[config.mk]
export PLATFORM = sky130hd
export DESIGN_NAME = pmu_quota_sched
export DESIGN_NICKNAME = d
export VERILOG_FILES = /design/src/rtl/pmu_quota_pkg.sv /design/src/rtl/pmu_quota_period_timer.sv /design/src/rtl/pmu_quota_sched.sv
export SDC_FILE = /design/constraint.sdc
export NUM_CORES = 1
export LEC_CHECK = 0
export ABC_AREA = 1
export BUFFER_PORTS_ARGS = -buffer_cell sky130_fd_sc_hd__buf_2
export CAP_MARGIN = 20
export CORE_AREA = 5 5 198 200
export CTS_CLUSTER_SIZE = 25
export DETAILED_ROUTE_END_ITERATION = 6
export DIE_AREA = 0 0 203 205
export GPL_TIMING_DRIVEN = 0
export PLACE_DENSITY_LB_ADDON = 0.08
export SLEW_MARGIN = 20
export SYNTH_ARGS = -nofsm -noshare
export SYNTH_HDL_FRONTEND = slang
export SYNTH_SLANG_ARGS = --single-unit
[constraint.sdc]
create_clock -name clk_i -period 4.5 [get_ports clk_i]
set_input_delay 0.675 -clock clk_i [delete_from_list [all_inputs] [get_ports clk_i]]
set_output_delay 0.675 -clock clk_i [all_outputs]
set_load 0.1 [all_outputs]
[src/rtl/pmu_quota_pkg.sv]
// Shared types and sizing helpers for the PMU quota scheduler.
// Optional build macro QUOTA_EARLY_EXIT_EN is consumed by pmu_quota_sched.
package pmu_quota_pkg;

   typedef enum logic [1:0] {
      ST_IDLE,
      ST_CLEAR,
      ST_ACCUM,
      ST_CHECK
   } state_e;

   localparam int DEF_REG_WIDTH    = 32;
   localparam int DEF_N_COUNTERS   = 9;
   localparam int DEF_N_CORES      = 4;
   localparam int DEF_PERIOD_WIDTH = 32;

   function automatic int calc_max_w(input int rw, input int ncnt);
      return rw + $clog2(ncnt);
   endfunction

   function automatic int idx_w(input int n);
      return (n > 1) ? $clog2(n) : 1;
   endfunction

endpackage

[src/rtl/pmu_quota_period_timer.sv]
// Replenishment window timer; wrap_o marks the last cycle of a window.
// A zero period stops the timer and suppresses the boundary.
module pmu_quota_period_timer #(
   parameter int PERIOD_WIDTH = 32
) (
   input  logic                    clk_i,
   input  logic                    clr_i,
   input  logic                    en_i,
   input  logic [PERIOD_WIDTH-1:0] period_i,
   output logic                    wrap_o
);

   logic [PERIOD_WIDTH-1:0] timer_q;
   logic                    cnt_en;
   logic                    wrap;

   assign cnt_en = en_i && (period_i != '0);
   // >= so a shortened period fires on the next counting cycle
   assign wrap   = cnt_en && (timer_q >= period_i - 1'b1);
   assign wrap_o = wrap && !clr_i;

   // window counter, restarts at each boundary
   always_ff @(posedge clk_i) begin
      if (clr_i) begin
         timer_q <= '0;
      end else if (wrap) begin
         timer_q <= '0;
      end else if (cnt_en) begin
         timer_q <= timer_q + 1'b1;
      end
   end

endmodule

[src/rtl/pmu_quota_sched.sv]
// Round-robin quota scheduler sharing one adder across all cores.
// Define QUOTA_EARLY_EXIT_EN to leave ACCUM as soon as the limit is passed.
module pmu_quota_sched
   import pmu_quota_pkg::*;
#(
   parameter  int REG_WIDTH    = DEF_REG_WIDTH,
   parameter  int N_COUNTERS   = DEF_N_COUNTERS,
   parameter  int N_CORES      = DEF_N_CORES,
   parameter  int PERIOD_WIDTH = DEF_PERIOD_WIDTH,
   localparam int MAX_W        = calc_max_w(REG_WIDTH, N_COUNTERS)
) (
   input  logic                                  clk_i,
   input  logic                                  rst_i,
   input  logic                                  softrst_i,
   input  logic                                  enable_i,
   input  logic [N_COUNTERS-1:0][REG_WIDTH-1:0]  counter_value_i,
   input  logic [N_CORES-1:0][N_COUNTERS-1:0]    quota_mask_i,
   input  logic [N_CORES-1:0][MAX_W-1:0]         quota_limit_i,
   input  logic [PERIOD_WIDTH-1:0]               period_i,
   input  logic [N_CORES-1:0]                    intr_clr_i,
   output logic                                  window_rst_o,
   output logic [N_CORES-1:0]                    intr_quota_o,
   output logic                                  busy_o
);

   localparam int CW = idx_w(N_CORES);
   localparam int NW = idx_w(N_COUNTERS);
   localparam logic [CW-1:0] LAST_CORE = CW'(N_CORES - 1);
   localparam logic [NW-1:0] LAST_CNT  = NW'(N_COUNTERS - 1);

   logic                               clr;
   state_e                             state_q, state_d, resume_q;
   logic [CW-1:0]                      core_q;
   logic [NW-1:0]                      cnt_q;
   logic [MAX_W-1:0]                   acc_q, acc_sum;
   logic [N_CORES-1:0][N_COUNTERS-1:0] old_mask_q;
   logic [N_CORES-1:0]                 intr_q, intr_d;
   logic [REG_WIDTH-1:0]               term;
   logic                               wrap, abort, last_cnt;

   assign clr = rst_i | softrst_i;

   pmu_quota_period_timer #(
      .PERIOD_WIDTH(PERIOD_WIDTH)
   ) u_timer (
      .clk_i   (clk_i),
      .clr_i   (clr),
      .en_i    (enable_i),
      .period_i(period_i),
      .wrap_o  (wrap)
   );

   // a window boundary or any mask edit restarts the sweep at core 0
   assign abort    = wrap || (quota_mask_i != old_mask_q);
   assign last_cnt = (cnt_q == LAST_CNT);
   assign term     = quota_mask_i[core_q][cnt_q] ?
                     counter_value_i[cnt_q] : '0;
   assign acc_sum  = acc_q + MAX_W'(term);

`ifdef QUOTA_EARLY_EXIT_EN
   logic over;
   assign over = acc_sum > quota_limit_i[core_q];
`endif

   // state and resume registers
   always_ff @(posedge clk_i) begin
      if (clr) begin
         state_q  <= ST_CLEAR;
         resume_q <= ST_CLEAR;
      end else begin
         state_q <= state_d;
         if (!enable_i && state_q != ST_IDLE) begin
            resume_q <= state_q;
         end
      end
   end

   // next-state selection
   always_comb begin
      state_d = state_q;
      if (!enable_i) begin
         state_d = ST_IDLE;
      end else if (abort) begin
         state_d = ST_CLEAR;
      end else begin
         unique case (state_q)
            ST_IDLE:  state_d = resume_q;
            ST_CLEAR: state_d = ST_ACCUM;
            ST_ACCUM: begin
               if (last_cnt) begin
                  state_d = ST_CHECK;
`ifdef QUOTA_EARLY_EXIT_EN
               end else if (over) begin
                  state_d = ST_CHECK;
`endif
               end
            end
            ST_CHECK: state_d = ST_CLEAR;
            default:  state_d = ST_CLEAR;
         endcase
      end
   end

   // sticky interrupts: boundary clear beats CHECK set beats sw clear
   always_comb begin
      intr_d = intr_q & ~intr_clr_i;
      if (state_q == ST_CHECK && !abort &&
          acc_q > quota_limit_i[core_q]) begin
         intr_d[core_q] = 1'b1;
      end
      if (wrap) begin
         intr_d = '0;
      end
   end

   // scan datapath: core/counter indices, accumulator, mask history
   always_ff @(posedge clk_i) begin
      if (clr) begin
         core_q     <= '0;
         cnt_q      <= '0;
         acc_q      <= '0;
         old_mask_q <= '0;
         intr_q     <= '0;
      end else if (enable_i) begin
         old_mask_q <= quota_mask_i;
         intr_q     <= intr_d;
         if (abort) begin
            core_q <= '0;
            cnt_q  <= '0;
            acc_q  <= '0;
         end else begin
            unique case (state_q)
               ST_CLEAR: begin
                  acc_q <= '0;
                  cnt_q <= '0;
               end
               ST_ACCUM: begin
                  acc_q <= acc_sum;
                  cnt_q <= last_cnt ? '0 : cnt_q + 1'b1;
               end
               ST_CHECK: begin
                  core_q <= (core_q == LAST_CORE) ?
                            '0 : core_q + 1'b1;
               end
               default: ;
            endcase
         end
      end
   end

   // registered-state outputs
   always_comb begin
      busy_o       = (state_q == ST_ACCUM) ||
                     (state_q == ST_CHECK);
      intr_quota_o = intr_q;
      window_rst_o = wrap;
   end

endmodule

==> metrics.yaml <==
status: "finished, final reports clean"
place.gp.congestion: 0.972
fmax_ghz: 0.230
synth_edf_count: 0
htree_levels: 4
power_density_nw_per_um2: 192
dpl.hpwl_um: 57200
grt_setup_unrepaired: "true"
dr.pass1.iters: 6
synthTopCellsByArea: "nand2_1 (17%), dfxtp_1 (17%), ha_1 (10%), a21oi_1 (8.7%), nor2_1 (5.6%)"
peakVddDrop_v: 0.000260
min_path_cells: 2
yosys_warnings: 0
worst_pin_slew_ps: 1080
die_height_um: 205
p_seq_share_pct: 31.3
die_area_um2: 41600
holdBufCountCts: 0
p_comb_share_pct: 27.9
grt_pass1_vias: 17258
internal_power_mw: 2.31
cp-start-kind: "primary input"
leakagePower_nw: 8.39
io_pins: 514
fin_nets: 3424
synth_common_cells: "nand2_1 (642), a21oi_1 (240), nor2_1 (206), inv_1 (172), nand3_1 (144)"
clock_path_buffers: 2
async_flop_share_pct: 0
coreArea_um2: 37200
vias_per_cell: 5.47
drt_iter0_drc: 1485
cts.sinks: 118
regToRegSetupSlack_ps: 280
antenna_found_initial: 4
grt_pass1_wl_um: 99000
maxCapViolCount: 0
arrival_ps: 3680
slew_viol_final: 0
ant_nets: 0
drive_above_1_share_pct: 24.6
syn_to_final_growth_pct: 30.3
ys.flop_type: "dfxtp_1"
min_from: "old_mask_q[4]"
avgSynthCellArea_um2: 6.14
port_buffers: 513
worstSkewPairLatency_ps: 430
synth_top_cell_area_share_pct: 17.4
yosysMostFrequentCell: "nand2_1"
dieWidth_um: 203
crit_type: "in2out"
reg2reg_depth: 15
yosysUniqueCellTypes: 59
avgRoutedWirePerCell_um: 20.5
postSynthCellCount: 2252
worst_slack_ps: 150
pre_cts_slack_ps: -1070
whs_ps: 474
ys_ff_latch: 118
rows: 71
clk_pin_slew_worst_paths_ps: 60
vias: 18027
drt-total-wl_um: 67600
rr_startpoint: "cnt_q[0]"
synth_area_um2: 13800
worstPathRequired_ps: 3830
hold_violations: 0
relSlewSlack_pct: 28.0
synth.net_count: 2873
synth_top_area_cell: "nand2_1"
finalSetupViolations: 0
fin_skew_ps: 12.7
p_sw_share_pct: 33.3
seq_area_frac_synth_pct: 17.1
overflow: 0
crit_path_end_kind: "output port"
clkPwrFrac_pct: 40.8
cp_max_fo: 3
drc: 0
switchingPower_mw: 1.15
grt_usage_pct: 30.6
post-route-min-period_ps: 4350
hp-class: "reg2reg"
grt_max_degree: 17
initial_utilization_pct: 37.1
cts_tree: "yes"
post-route-period-util_pct: 96.7
cts-root-buf: "clkbuf_16"
r2r_end: "acc_q[28]"
cts_made_buffers: 17
holdPathEnd: "old_mask_q[4]"
worst max-delay path: stages:
cell and delay [ps]:
buf_4 130, or2_4 240, nor2_4 80, nand2_2 80, nor3_4 280, nand2_2 120
nor2_4 160, nand2_4 80, nor3_4 190, nand2_1 80, nor3_2 170, xnor2_1 100
ha_1 310, nand2_2 60, nor2_2 90, nand4_1 140, a21oi_1 140, nor2_1 60
nand2_2 90, nand3_4 80, inv_2 120, buf_12 170
timing repair:
item	in CTS	in global routing
gates cloned	0	0
setup endpoints to repair	29	26
pin swaps	5	25
setup buffers	5	15
gates resized for setup	30	63
power by group through the flow:
| stage | clock network (mW) | registers [mW] | logic [mW] |
|---|---|---|---|
| floorplan | 0 | 1.10 | 0.486 |
| global placement | 0 | 1.10 | 0.921 |
| detailed placement | 0 | 1.11 | 0.930 |
| CTS | 1.42 | 1.08 | 0.942 |
| global route | 1.47 | 1.08 | 1.06 |
| finish | 1.41 | 1.08 | 0.964 |
worst max-delay path by stage:
| stage | start | end | slack, ps |
|---|---|---|---|
| after floorplan | period_i[0] | window_rst_o | 90 |
| after global placement | cnt_q[2] | acc_q[20] | -1110 |
| after detailed placement | cnt_q[2] | acc_q[20] | -1070 |
| after CTS | period_i[0] | window_rst_o | 4 |
| after global routing | period_i[2] | window_rst_o | -60 |
| final | period_i[2] | window_rst_o | 150 |
sequential cells by signal, indices dropped and copies added, names as in the netlist:
register	count
acc_q	36
cnt_q	4
core_q	2
intr_quota_o	4
old_mask_q	36
resume_q	2
state_q	2
u_timer.timer_q	32
kinds of logic after synthesis:
kind of cell | synth area share [%]
adders and majority gates | 10.3
AOI/OAI and AO/OA | 22.0
xor gates and xnor gates | 6.34
and+or+nand+nor | 35.1
muxes | 0.869
DFF | 17.1
buffers and inverters | 8.29
per-stage QoR:
stage / util, % / setup TNS [ps] / instances / total power, mW / cell area (µm²)
global placement: 45.6 / -17550 / 3239 / 2.03 / 17000
global route: 48.4 / -67.5 / 3293 / 3.61 / 18000
CTS: 47.6 / 0 / 3275 / 3.44 / 17700
finish: 48.4 / 0 / 3293 / 3.46 / 18000
floorplan: - / 0 / 2252 / 1.58 / 13800
detailed placement: 45.6 / -21700 / 3239 / 2.04 / 17000
metal layers:
layer,up-vias,GRT usage [%],wire length (µm)
li1,8782,-,-
met1,8410,39.0,28600
met2,729,54.3,33100
met3,104,4.72,4260
met4,2,7.57,1720
met5,-,0,11
final cells by class:
| class | count | area [µm²] |
|---|---|---|
| Fill cell | 4012 | 19200 |
| Multi-Input combinational cell | 1847 | 10500 |
| Timing Repair Buffer | 533 | 2760 |
| Sequential cell | 118 | 2360 |
| Inverter | 178 | 674 |
| Tap cell | 474 | 593 |
| Buffer | 108 | 498 |
| Clock buffer | 17 | 425 |
| Clock inverter | 15 | 168 |
| Antenna cell | 3 | 7.51 |
placed cells by master (no fill, tap or decap), drive strengths merged, types with 8 or more instances in the layout:
cell type	synthesis	routed
nor4	9	9
clkbuf	75	96
dfxtp	118	118
xor2	43	43
nand4	41	41
a21oi	248	248
o2111ai	14	14
inv	175	182
a32o	35	35
or2	12	12
nand3	145	145
clkinv	3	8
nand2	657	657
a22oi	68	68
ha	112	112
nor3	38	38
mux2i	12	12
o21ai	66	66
xnor2	57	57
nor2	215	215
a22o	11	11
buf	34	562
Power figures use the tool's default switching activity.
